## src/rtl/bram_pkg.sv

```systemverilog
// rtl/bram_pkg.sv - shared state encoding and lane-geometry helpers for the BRAM read packer
package bram_pkg;

  typedef enum logic [1:0] {
    ST_IDLE  = 2'd0,
    ST_RUN   = 2'd1,
    ST_FLUSH = 2'd2,
    ST_DONE  = 2'd3
  } state_e;

  function automatic int pk_ratio(input int in_w, input int out_w);
    return out_w / in_w;
  endfunction

  function automatic int pk_lane_w(input int in_w, input int out_w);
    int r;
    r = out_w / in_w;
    return (r <= 2) ? 1 : $clog2(r);
  endfunction

endpackage

```

## src/rtl/bram_word_fifo.sv

```systemverilog
// rtl/bram_word_fifo.sv - synchronous word FIFO with full/empty flags and free-entry count
module bram_word_fifo #(
  parameter int WIDTH = 37,
  parameter int DEPTH = 4
) (
  input  logic                     clk_i,
  input  logic                     rst_i,
  input  logic                     push_i,
  input  logic [WIDTH-1:0]         data_i,
  input  logic                     pop_i,
  output logic [WIDTH-1:0]         data_o,
  output logic                     full_o,
  output logic                     empty_o,
  output logic [$clog2(DEPTH):0]   free_o
);

  localparam int AW = $clog2(DEPTH);

  logic [WIDTH-1:0] mem_q [DEPTH];
  logic [AW-1:0]    wr_ptr_q, rd_ptr_q;
  logic [AW:0]      cnt_q;
  logic             do_push, do_pop;

  assign full_o  = (cnt_q == (AW+1)'(DEPTH));
  assign empty_o = (cnt_q == '0);
  assign free_o  = (AW+1)'(DEPTH) - cnt_q;
  assign data_o  = mem_q[rd_ptr_q];

  // A push into a full FIFO is only taken when a pop frees the slot in the same cycle.
  assign do_push = push_i && (!full_o || pop_i);
  assign do_pop  = pop_i && !empty_o;

  always_ff @(posedge clk_i) begin
    if (do_push) mem_q[wr_ptr_q] <= data_i;
  end

  always_ff @(posedge clk_i or negedge rst_i) begin
    if (!rst_i) begin
      wr_ptr_q <= '0;
      rd_ptr_q <= '0;
      cnt_q    <= '0;
    end else begin
      if (do_push) wr_ptr_q <= wr_ptr_q + 1'b1;
      if (do_pop)  rd_ptr_q <= rd_ptr_q + 1'b1;
      case ({do_push, do_pop})
        2'b10:   cnt_q <= cnt_q + 1'b1;
        2'b01:   cnt_q <= cnt_q - 1'b1;
        default: cnt_q <= cnt_q;
      endcase
    end
  end

endmodule

```

## src/rtl/bram_rd_packer.sv

```systemverilog
// rtl/bram_rd_packer.sv - packs narrow BRAM read beats into words and streams them out with keep/last
module bram_rd_packer
  import bram_pkg::*;
#(
  parameter int IN_WIDTH   = 8,
  parameter int OUT_WIDTH  = 32,
  parameter int FIFO_DEPTH = 4,
  parameter int SKID       = 2,
  parameter int LEN_WIDTH  = 16
) (
  input  logic                                   clk_i,
  input  logic                                   rst_i,
  input  logic                                   start_i,
  input  logic [LEN_WIDTH-1:0]                   frame_len_i,
  output logic                                   rd_en_o,
  input  logic                                   rd_valid_i,
  input  logic [IN_WIDTH-1:0]                    rd_data_i,
  output logic [OUT_WIDTH-1:0]                   m_data_o,
  output logic [pk_ratio(IN_WIDTH,OUT_WIDTH)-1:0] m_keep_o,
  output logic                                   m_last_o,
  output logic                                   m_valid_o,
  input  logic                                   m_ready_i,
  output logic                                   busy_o,
  output logic                                   done_o,
  output logic                                   overflow_o
);

  localparam int R  = pk_ratio(IN_WIDTH, OUT_WIDTH);
  localparam int LW = pk_lane_w(IN_WIDTH, OUT_WIDTH);
  localparam int FW = OUT_WIDTH + R + 1;
  localparam int CW = $clog2(FIFO_DEPTH) + 1;

  state_e               state_q;
  logic [LEN_WIDTH-1:0] len_q, rx_cnt_q, rx_cnt_nx;
  logic [LW-1:0]        lane_q;
  logic [OUT_WIDTH-1:0] shift_q, word_c;
  logic [R-1:0]         keep_q, keep_c;
  logic                 rd_en_q, done_q, ovf_q;

  logic                 beat_ok, is_last, push, pop, ovf_set, fifo_drain;
  logic                 fifo_full, fifo_empty;
  logic [CW-1:0]        fifo_free;
  logic [FW-1:0]        fifo_rdata;

  always_comb begin
    word_c = shift_q;
    keep_c = keep_q;
    word_c[int'(lane_q)*IN_WIDTH +: IN_WIDTH] = rd_data_i;
    keep_c[lane_q] = 1'b1;
  end

  // Beats beyond the frame length are discarded without being treated as an error.
  assign beat_ok    = (state_q == ST_RUN) && rd_valid_i && (rx_cnt_q != len_q);
  assign rx_cnt_nx  = rx_cnt_q + 1'b1;
  assign is_last    = (rx_cnt_nx == len_q);
  assign push       = beat_ok && ((lane_q == LW'(R-1)) || is_last);
  assign pop        = !fifo_empty && m_ready_i;
  assign ovf_set    = push && fifo_full && !pop;
  assign fifo_drain = fifo_empty || (pop && (fifo_free == CW'(FIFO_DEPTH-1)));

  bram_word_fifo #(
    .WIDTH(FW),
    .DEPTH(FIFO_DEPTH)
  ) u_fifo (
    .clk_i  (clk_i),
    .rst_i  (rst_i),
    .push_i (push),
    .data_i ({is_last, keep_c, word_c}),
    .pop_i  (pop),
    .data_o (fifo_rdata),
    .full_o (fifo_full),
    .empty_o(fifo_empty),
    .free_o (fifo_free)
  );

  always_ff @(posedge clk_i or negedge rst_i) begin
    if (!rst_i) begin
      state_q  <= ST_IDLE;
      len_q    <= '0;
      rx_cnt_q <= '0;
      lane_q   <= '0;
      shift_q  <= '0;
      keep_q   <= '0;
      rd_en_q  <= 1'b0;
      done_q   <= 1'b0;
      ovf_q    <= 1'b0;
    end else begin
      done_q <= 1'b0;
      if (ovf_set) ovf_q <= 1'b1;
      if (beat_ok) begin
        rx_cnt_q <= rx_cnt_nx;
        if (push) begin
          lane_q  <= '0;
          shift_q <= '0;
          keep_q  <= '0;
        end else begin
          lane_q  <= lane_q + 1'b1;
          shift_q <= word_c;
          keep_q  <= keep_c;
        end
      end
      case (state_q)
        ST_IDLE: begin
          rd_en_q <= 1'b0;
          if (start_i) begin
            len_q    <= frame_len_i;
            rx_cnt_q <= '0;
            lane_q   <= '0;
            shift_q  <= '0;
            keep_q   <= '0;
            ovf_q    <= 1'b0;
            if (frame_len_i == '0) begin
              state_q <= ST_DONE;
              done_q  <= 1'b1;
            end else begin
              state_q <= ST_RUN;
            end
          end
        end
        ST_RUN: begin
          if (push && is_last) begin
            state_q <= ST_FLUSH;
            rd_en_q <= 1'b0;
          end else begin
            rd_en_q <= (rx_cnt_q < len_q) && (fifo_free > CW'(SKID));
          end
        end
        ST_FLUSH: begin
          rd_en_q <= 1'b0;
          if (fifo_drain) begin
            state_q <= ST_DONE;
            done_q  <= 1'b1;
          end
        end
        default: begin
          rd_en_q <= 1'b0;
          state_q <= ST_IDLE;
        end
      endcase
    end
  end

  assign rd_en_o    = rd_en_q;
  assign done_o     = done_q;
  assign overflow_o = ovf_q;
  assign busy_o     = (state_q != ST_IDLE);
  assign m_valid_o  = !fifo_empty;
  assign m_data_o   = fifo_empty ? '0 : fifo_rdata[OUT_WIDTH-1:0];
  assign m_keep_o   = fifo_empty ? '0 : fifo_rdata[OUT_WIDTH +: R];
  assign m_last_o   = fifo_empty ? 1'b0 : fifo_rdata[FW-1];

endmodule

```

## config.mk

```make
export PLATFORM = sky130hd
export DESIGN_NAME = bram_rd_packer
export DESIGN_NICKNAME = d
export VERILOG_FILES = /design/src/rtl/bram_pkg.sv /design/src/rtl/bram_word_fifo.sv /design/src/rtl/bram_rd_packer.sv
export SDC_FILE = /design/constraint.sdc
export NUM_CORES = 1
export LEC_CHECK = 0
export ABC_CLOCK_PERIOD_IN_PS = 9500
export BUFFER_PORTS_ARGS = -buffer_cell sky130_fd_sc_hd__buf_2
export CAP_MARGIN = 40
export CORE_MARGIN = 2
export CORE_UTILIZATION = 65
export CTS_CLUSTER_DIAMETER = 200
export DETAILED_ROUTE_END_ITERATION = 8
export HOLD_SLACK_MARGIN = 0.1
export PLACE_DENSITY = 0.87
export SKIP_LAST_GASP = 1
export SYNTH_ARGS = -nofsm -noshare
export SYNTH_HDL_FRONTEND = slang
export SYNTH_SLANG_ARGS = --single-unit
```

## constraint.sdc

```tcl
create_clock -name clk_i -period 9.5 [get_ports clk_i]
set_input_delay 1.9 -clock clk_i [delete_from_list [all_inputs] [get_ports clk_i]]
set_output_delay 1.9 -clock clk_i [all_outputs]
set_load 0.05 [all_outputs]
```

==> summary.md, run 1 <==
| Metric | Value |
|---|---|
| Status | `complete, no violations` |
| Pwr/cell area | `282 nW/um2` |
| CP Capture Type | `output pin` |
| Area growth from synthesis to final layout | `13.3%` |
| Final setup vio count | `0` |
| Reg2reg setup slack | `5480 ps` |
| Dpl cells | `1069` |
| Final Hold Fails | `0` |
| Fmax | `220 MHz` |
| Mapped Area | `10700 um2` |
| CP arrival | `2650 ps` |
| Routed Wire Length | `24000 um` |
| Commonest non-fill, non-tap cells in the layout | `edfxtp_1 (148), dfrtp_1 (81), nand2_1 (73)` |
| Syn_area_per_cell | `13.3 um2` |
| Post-CTS setup buffers | `0` |
| Initial core utilization | `67.1%` |
| CTS Root Cell | `clkbuf_16` |
| Final HPWL from detailed placement | `14400 um` |
| Vias in the first global route | `7110` |
| Area of the core | `16000 um2` |
| Top Usage Layer GRT | `met2` |
| Port Buffer Count | `70` |
| Total Power | `3.42 mW` |
| Clock Latency Late Sink | `510 ps` |
| Htree depth | `1` |
| Worst hold stages | `1` |
| HP Class | `reg -> reg` |
| Die Area | `17500 um2` |
| Critical path class | `reg -> out` |
| DR pass1 iterations | `6` |
| Vias | `7091` |
| Met2 Usage GRT | `49.3%` |
| Global-route wire length before repair | `38400 um` |
| GR Layer Usage met3 | `4.10%` |
| Remaining global-route overflow | `0` |
| CTS Hold Buffers Added | `0` |
| Post-route ant nets | `0` |
| Clock Pin Slew Worst Setup and Hold Paths | `60 ps` |
| Max IR drop VDD | `0.000195 V` |
| Mapped Nets | `877` |
| # IOs | `71` |
| Ys Warns | `0` |
| Min-delay src | `keep_q[2]` |
| TNS Setup | `0 ps` |
| # nets final | `948` |
| Final period utilization | `47.9%` |
| Clk_skew | `8.69 ps` |
| Final Max Slew Viols | `0` |
| Seq/Total Area, Yosys | `60.5%` |
| EDFF count, synth | `148` |
| CTS sink cnt | `230` |
| DR vias/cell | `6.38` |
| Largest net degree at the start of global routing | `51` |
| Worst Path Max Fanout | `31` |
| Reg-to-reg startpoint | `rx_cnt_q[1]` |
| Seq cells post-synth | `230` |
| Post-layout min period | `4550 ps` |
| Hold endpoint | `keep_q[2]` |
| Async set or reset register ratio after synthesis | `35.7%` |
| Unrepaired setup endpoints after global routing | `no` |
| Commonest non-fill, non-tap cell in the layout | `edfxtp_1` |
| Cells after synthesis | `808` |
| TritonCTS Buffers | `23` |
| Netlist cell types | `55` |
| Share of layout cells above drive strength 1 | `20.1%` |
| DR DRC count | `0` |
| Clock tree buffer depth | `3` |
| Final Instance Area | `12200 um2` |
| Leak pwr | `4.73 nW` |
| Post_cts resized | `0` |
| Number of antenna violations at the first check in global routing | `0` |
| Slew @ Worst Pin | `931 ps` |
| WHS | `484 ps` |
| Max-Slew Margin vs Limit | `37.4%` |
| Met1 Usage GRT | `36.0%` |
| Die Wd | `132 um` |
| Reg-to-Reg End | `u_fifo.mem_q[3][16]` |
| Main synth FF type | `edfxtp_1` |
| Antenna fix cells | `0` |
| CP required | `7600 ps` |
| Critical Path Start Type | `flop` |
| Final GP Congestion | `0.896` |
| Site row count | `46` |
| Iteration-0 DRC Markers | `832` |
| CTS tree | `built` |
| Reg2reg path depth | `9` |
| Final cell count without fillers | `1111` |
| Routed WL per cell | `21.6 um` |
| Placement Cell Area | `11400 um2` |
| Global Route Usage Sum | `28.0%` |
| MaxCap Viol Count | `0` |
| Die Ht | `132 um` |
-- layout make-up --
type | count | area, um2
Clock inverter | 8 | 71.3
Sequential cell | 230 | 6500
Tap cell | 216 | 270
Clock buffer | 33 | 696
Fill cell | 959 | 3850
Inverter | 65 | 244
Multi-Input combinational cell | 473 | 3830
Timing Repair Buffer | 86 | 546
-- state kept, by name, summed over array words and instances (netlist names) --
register         cells
u_fifo.mem_q       148
shift_q             32
len_q               16
rx_cnt_q            16
keep_q               4
u_fifo.cnt_q         3
lane_q               2
state_q              2
u_fifo.rd_ptr_q      2
u_fifo.wr_ptr_q      2
done_o               1
overflow_o           1
rd_en_o              1
-- worst max-delay path, stage by stage, from the launching register on --
cell and delay (ps):
dfrtp_2 530, buf_4 590, mux4_2 630, and2_1 170, buf_2 200
-- cells by family after synthesis --
| family | synth area share (%) |
|---|---|
| AOI/OAI and AO/OA | 9.17 |
| xor gates and xnor gates | 2.69 |
| adders and majority gates | 4.73 |
| buffers and inverters | 3.91 |
| DFF | 60.5 |
| muxes | 8.43 |
| and+or+nand+nor | 10.5 |
-- per-stage QoR --
step / util [%] / setup slack, ps
finish: 76.0 / 4950
detailed placement: 71.1 / 5430
global route: 76.0 / 4790
global placement: 70.3 / 5440
CTS: 75.9 / 4900
floorplan: - / 5340
-- how the worst max path moves through the flow --
stage | startpoint | to
floorplan | u_fifo.rd_ptr_q[0] | m_data_o[26]
global placement | u_fifo.cnt_q[0] | m_last_o
detailed placement | u_fifo.rd_ptr_q[0] | m_last_o
CTS | u_fifo.rd_ptr_q[0] | m_data_o[24]
global route | u_fifo.rd_ptr_q[0] | m_data_o[28]
finish | u_fifo.rd_ptr_q[0] | m_data_o[7]
-- metal layers --
metal | vias up | share of wire (%)
met5 | - | 0
met3 | 70 | 7.9
met1 | 3499 | 37
met2 | 393 | 52
li1 | 3129 | -
met4 | 0 | 3.0
-- synth_stat cells (9+ instances only) --
library cell	n	area, um2
nand2_1	73	274
nor3_1	13	65.1
a21oi_1	14	70.1
and2_1	40	250
clkbuf_1	30	113
xor2_1	9	78.8
or3_1	10	62.6
xnor2_1	24	210
dfrtp_1	82	2050
nor2_1	26	97.6
nor4_1	10	62.6
mux4_2	37	833
ha_1	39	488
o21ai_0	61	305
a32o_1	36	360
inv_1	65	244
edfxtp_1	148	4440
-- where the power goes --
part / total, mW / internal [mW] / switching [mW]
clock network: 0.905 / 0.537 / 0.367
registers: 1.28 / 1.19 / 0.0896
logic: 1.24 / 0.413 / 0.826
total: 3.42 / 2.14 / 1.28
No activity file was read; power rests on OpenSTA's default activity.
==> inputs of run 2 (changes only) <==
--- a/config.mk
+++ b/config.mk
@@ -5,15 +5,16 @@
 export SDC_FILE = /design/constraint.sdc
 export NUM_CORES = 1
 export LEC_CHECK = 0
-export ABC_CLOCK_PERIOD_IN_PS = 9500
+export ABC_AREA = 1
+export ABC_CLOCK_PERIOD_IN_PS = 3800
 export BUFFER_PORTS_ARGS = -buffer_cell sky130_fd_sc_hd__buf_2
 export CAP_MARGIN = 40
 export CORE_MARGIN = 2
-export CORE_UTILIZATION = 65
+export CORE_UTILIZATION = 55
 export CTS_CLUSTER_DIAMETER = 200
 export DETAILED_ROUTE_END_ITERATION = 8
 export HOLD_SLACK_MARGIN = 0.1
-export PLACE_DENSITY = 0.87
+export PLACE_DENSITY = 0.78
 export SKIP_LAST_GASP = 1
 export SYNTH_ARGS = -nofsm -noshare
 export SYNTH_HDL_FRONTEND = slang
==> constraint.sdc (replaced) <==
create_clock -name clk_i -period 3.8 [get_ports clk_i]
set_input_delay 0.76 -clock clk_i [delete_from_list [all_inputs] [get_ports clk_i]]
set_output_delay 0.76 -clock clk_i [all_outputs]
set_load 0.05 [all_outputs]
==> summary.md, run 2 <==
| Metric | Value |
|---|---|
| Hold endpoint | `len_q[1]` |
| Mapped Nets | `1210 (+38%)` |
| Buffers & Inverters on Critical Path | `2 (unchanged)` |
| Seq cells post-synth | `230 (unchanged)` |
| Layout Utilization | `64.1% (-12 points)` |
| Final period utilization | `87.5%` |
| Number of antenna violations at the first check in global routing | `1 (+1)` |
| Area of the core | `19500 um2 (+22%)` |
| Commonest non-fill, non-tap cell in the layout | `nor2_1` |
| Top Usage Layer GRT | `met2` |
| CP max stage delay | `620 ps (about the same)` |
| Met1 Usage GRT | `34.6% (-1.5 points)` |
| Reg-to-reg startpoint | `rx_cnt_q[1]` |
| Synth top area share | `40.5% (-0.91 points)` |
| Async set or reset register ratio after synthesis | `35.7% (unchanged)` |
| MaxCap Viol Count | `0 (unchanged)` |
| Unrepaired setup endpoints after global routing | `no` |
| # nets final | `1267 (+34%)` |
| Count leader, synth | `nor2_1` |
| Routed WL per cell | `17.5 um (-19%)` |
| Clock tree buffer depth | `3 (unchanged)` |
| HP Class | `reg -> reg` |
| Routed Wire Length | `25900 um (+7.9%)` |
| Post-CTS setup buffers | `0 (unchanged)` |
| Placement Cell Area | `11700 um2 (+2.5%)` |
| Antenna fix cells | `0 (unchanged)` |
| Synth cell count leaders | `nor2_1 (186), edfxtp_1 (148), nand2_1 (141)` |
| Syn_area_per_cell | `9.61 um2 (-28%)` |
| Reg2reg path depth | `14 (+5)` |
| Final HPWL from detailed placement | `16400 um (+14%)` |
| EDFF count, synth | `148 (unchanged)` |
| CP dominant cell by count | `nor2_1` |
| CP arrival | `2570 ps (-80 ps)` |
| CP Capture Type | `output pin` |
| Clock Pin Slew Worst Setup and Hold Paths | `60 ps (about the same)` |
| Vias | `8493 (+20%)` |
| Global-route wire length before repair | `42200 um (+10%)` |
| Post-route ant nets | `0 (unchanged)` |
| Worst hold stages | `2 (+1)` |
| Fmax | `301 MHz` |
| CTS tree | `built` |
| Area growth from synthesis to final layout | `14.0%` |
| Post_cts resized | `0 (unchanged)` |
| Number of flip-flops under the largest register name | `148 (unchanged)` |
| Mapped Area | `11000 um2 (+2.2%)` |
| Reg with most FFs | `u_fifo.mem_q` |
| Ys Warns | `0 (unchanged)` |
| CTS Hold Buffers Added | `1 (+1)` |
| Final Instance Area | `12500 um2 (+2.9%)` |
| Final GP Congestion | `0.887 (-0.97%)` |
| Netlist cell types | `37 (-33%)` |
| Final Max Slew Viols | `0 (unchanged)` |
| Die Area | `21100 um2 (+20%)` |
| Final cell count without fillers | `1480 (+33%)` |
| DR vias/cell | `5.74 (-10%)` |
| Slew @ Worst Pin | `878 ps (-52.8 ps)` |
| Dpl cells | `1437 (+34%)` |
| Critical path class | `reg -> out` |
| DR DRC count | `0 (unchanged)` |
| Share of layout cells above drive strength 1 | `12.5% (-7.6 points)` |
| Htree depth | `1 (unchanged)` |
| Initial core utilization | `56.2% (-11 points)` |
| Max-Slew Margin vs Limit | `41.4% (+3.9 points)` |
| Vias in the first global route | `8198 (+15%)` |
| Max IR drop VDD | `0.000545 V (+180%)` |
| TNS Setup | `0 ps (unchanged)` |
| TritonCTS Buffers | `23 (unchanged)` |
| Cells after synthesis | `1141 (+41%)` |
| Largest regs | `u_fifo.mem_q (148), shift_q (32)` |
| Largest net degree at the start of global routing | `77 (+51%)` |
| Reg2reg setup slack | `690 ps (-4790 ps)` |
| Critical Path Start Type | `flop` |
| Yosys top cell by area | `edfxtp_1` |
| Reg-to-Reg End | `u_fifo.mem_q[0][34]` |
| Iteration-0 DRC Markers | `761 (-8.5%)` |
| Clk_skew | `8.61 ps (-0.0780 ps)` |
| Pwr/cell area | `824 nW/um2 (+190%)` |
| Critical-path cell list | `buf_4, nor2_1, nor2_1, o21ai_0, a21oi_1, buf_2` |
| Min-delay src | `len_q[1]` |
| Post-layout min period | `3330 ps` |
| # IOs | `71 (unchanged)` |
| CTS Root Cell | `clkbuf_16` |
| CP delay by family, top | `buffers and inverters` |
| CP required | `3040 ps (-4560 ps)` |
| Seq/Total Area, Yosys | `59.2% (-1.3 points)` |
| Met2 Usage GRT | `40.9% (-8.4 points)` |
| Global Route Usage Sum | `24.6% (-3.5 points)` |
| GR Layer Usage met3 | `3.30% (-0.80 points)` |
| Synth top area cells | `edfxtp_1 (41%), dfrtp_1 (19%), nor2_1 (6.4%), o21ai_0 (5.0%), nand2_1 (4.8%)` |
| Leak pwr | `5.15 nW (+8.9%)` |
| Site row count | `51 (+11%)` |
| Die Ht | `145 um (+9.6%)` |
| Die Wd | `145 um (+9.6%)` |
| Commonest non-fill, non-tap cells in the layout | `nor2_1 (182), edfxtp_1 (148), nand2_1 (141)` |
| Port Buffer Count | `70 (unchanged)` |
| CP max-delay cell | `buf_4` |
| DR pass1 iterations | `5 (-1)` |
| Worst Path Max Fanout | `76 (+150%)` |
| Clock Latency Late Sink | `520 ps (about the same)` |
| Status | `complete, no violations` |
| CTS sink cnt | `230 (unchanged)` |
| Remaining global-route overflow | `0 (unchanged)` |
| Final setup vio count | `0 (unchanged)` |
| Final Hold Fails | `0 (unchanged)` |
| Main synth FF type | `edfxtp_1` |
[run 2: cell count changes in the layout (fill, tap and decap cells not counted), sizes merged, moves of 21 or more]
cell	delta
nand4	+42
a32o	-36
nand2	+69
o21ai	+51
inv	+56
nor2	+165
o22ai	+21
xnor2	-23
and2	-40
nand3	+34
mux4	-37
a21oi	+80
[run 2: worst max path at each step]
| stage | end | startpoint | slack, ps | cells past startpoint |
|---|---|---|---|---|
| 6_report | m_data_o[26] | u_fifo.rd_ptr_q[0] | 470 | 6 |
| 4_1_cts | m_data_o[26] | u_fifo.rd_ptr_q[0] | 530 | 6 |
| 5_1_grt | m_data_o[26] | u_fifo.rd_ptr_q[0] | 290 | 6 |
| 3_5_place_dp | u_fifo.mem_q[0][32] | rx_cnt_q[1] | 740 | 14 |
| 2_1_floorplan | u_fifo.mem_q[0][0] | rx_cnt_q[1] | 50 | 11 |
| 3_3_place_gp | u_fifo.mem_q[0][34] | rx_cnt_q[1] | 810 | 12 |
[run 2: layout make-up]
cell class	count	area (um2)
sequential	230	6500
clock inverter	16	215
timing repair buffer	93	573
fill	1525	7020
multi-input combinational	729	3820
clock buffer	26	617
tap	265	332
inverter	121	454
[run 2: logic make-up (layout without fill, tap and decap cells)]
family | count (synthesis) | after routing | share of synthesized area [%]
AO/OA/AOI/OAI | 252 | 252 | 12.4
flip-flops | 230 | 230 | 59.2
adder cells (fa/ha/maj) | 40 | 40 | 4.63
buffers and inverters | 182 | 256 | 6.26
AND/OR/NAND/NOR | 430 | 430 | 16.8
XOR/XNOR | 7 | 7 | 0.684
[run 2: worst reg2reg max path, cell delays in order (launching register included)]
cell     delay (ps)
dfrtp_1         410
ha_1            230
nand2_1         100
nor2_2          240
nand3_1         160
nand2_1         120
nand2_1          50
nand2_1          50
nand3_1          70
nor2_1          190
nand3_2         120
nand2_2         120
nand3_4         160
nor2_4          480
buf_12          270
[run 2: where the power goes]
part	leakage (nW)	switching [mW]	internal, mW
sequential	2.52	0.251	2.99
clock	0.408	0.993	1.46
combinational	2.22	3.38	1.23
[run 2: through the flow]
| step | total power [mW] | setup WS, ps | hold slack (ps) |
|---|---|---|---|
| 6_report | 10.3 | 475 | 484 |
| 5_1_grt | 10.9 | 294 | 516 |
| 4_1_cts | 10.3 | 528 | 493 |
| 3_5_place_dp | 7.85 | 740 | 477 |
| 3_3_place_gp | 7.74 | 809 | 472 |
| 2_1_floorplan | 6.68 | 54.7 | 453 |
[run 2: routing by layer]
layer  wire (um)  vias up
li1            -     4037
met1       11000     4046
met2       12500      361
met3        1930       49
met4         548        0
met5           0        -
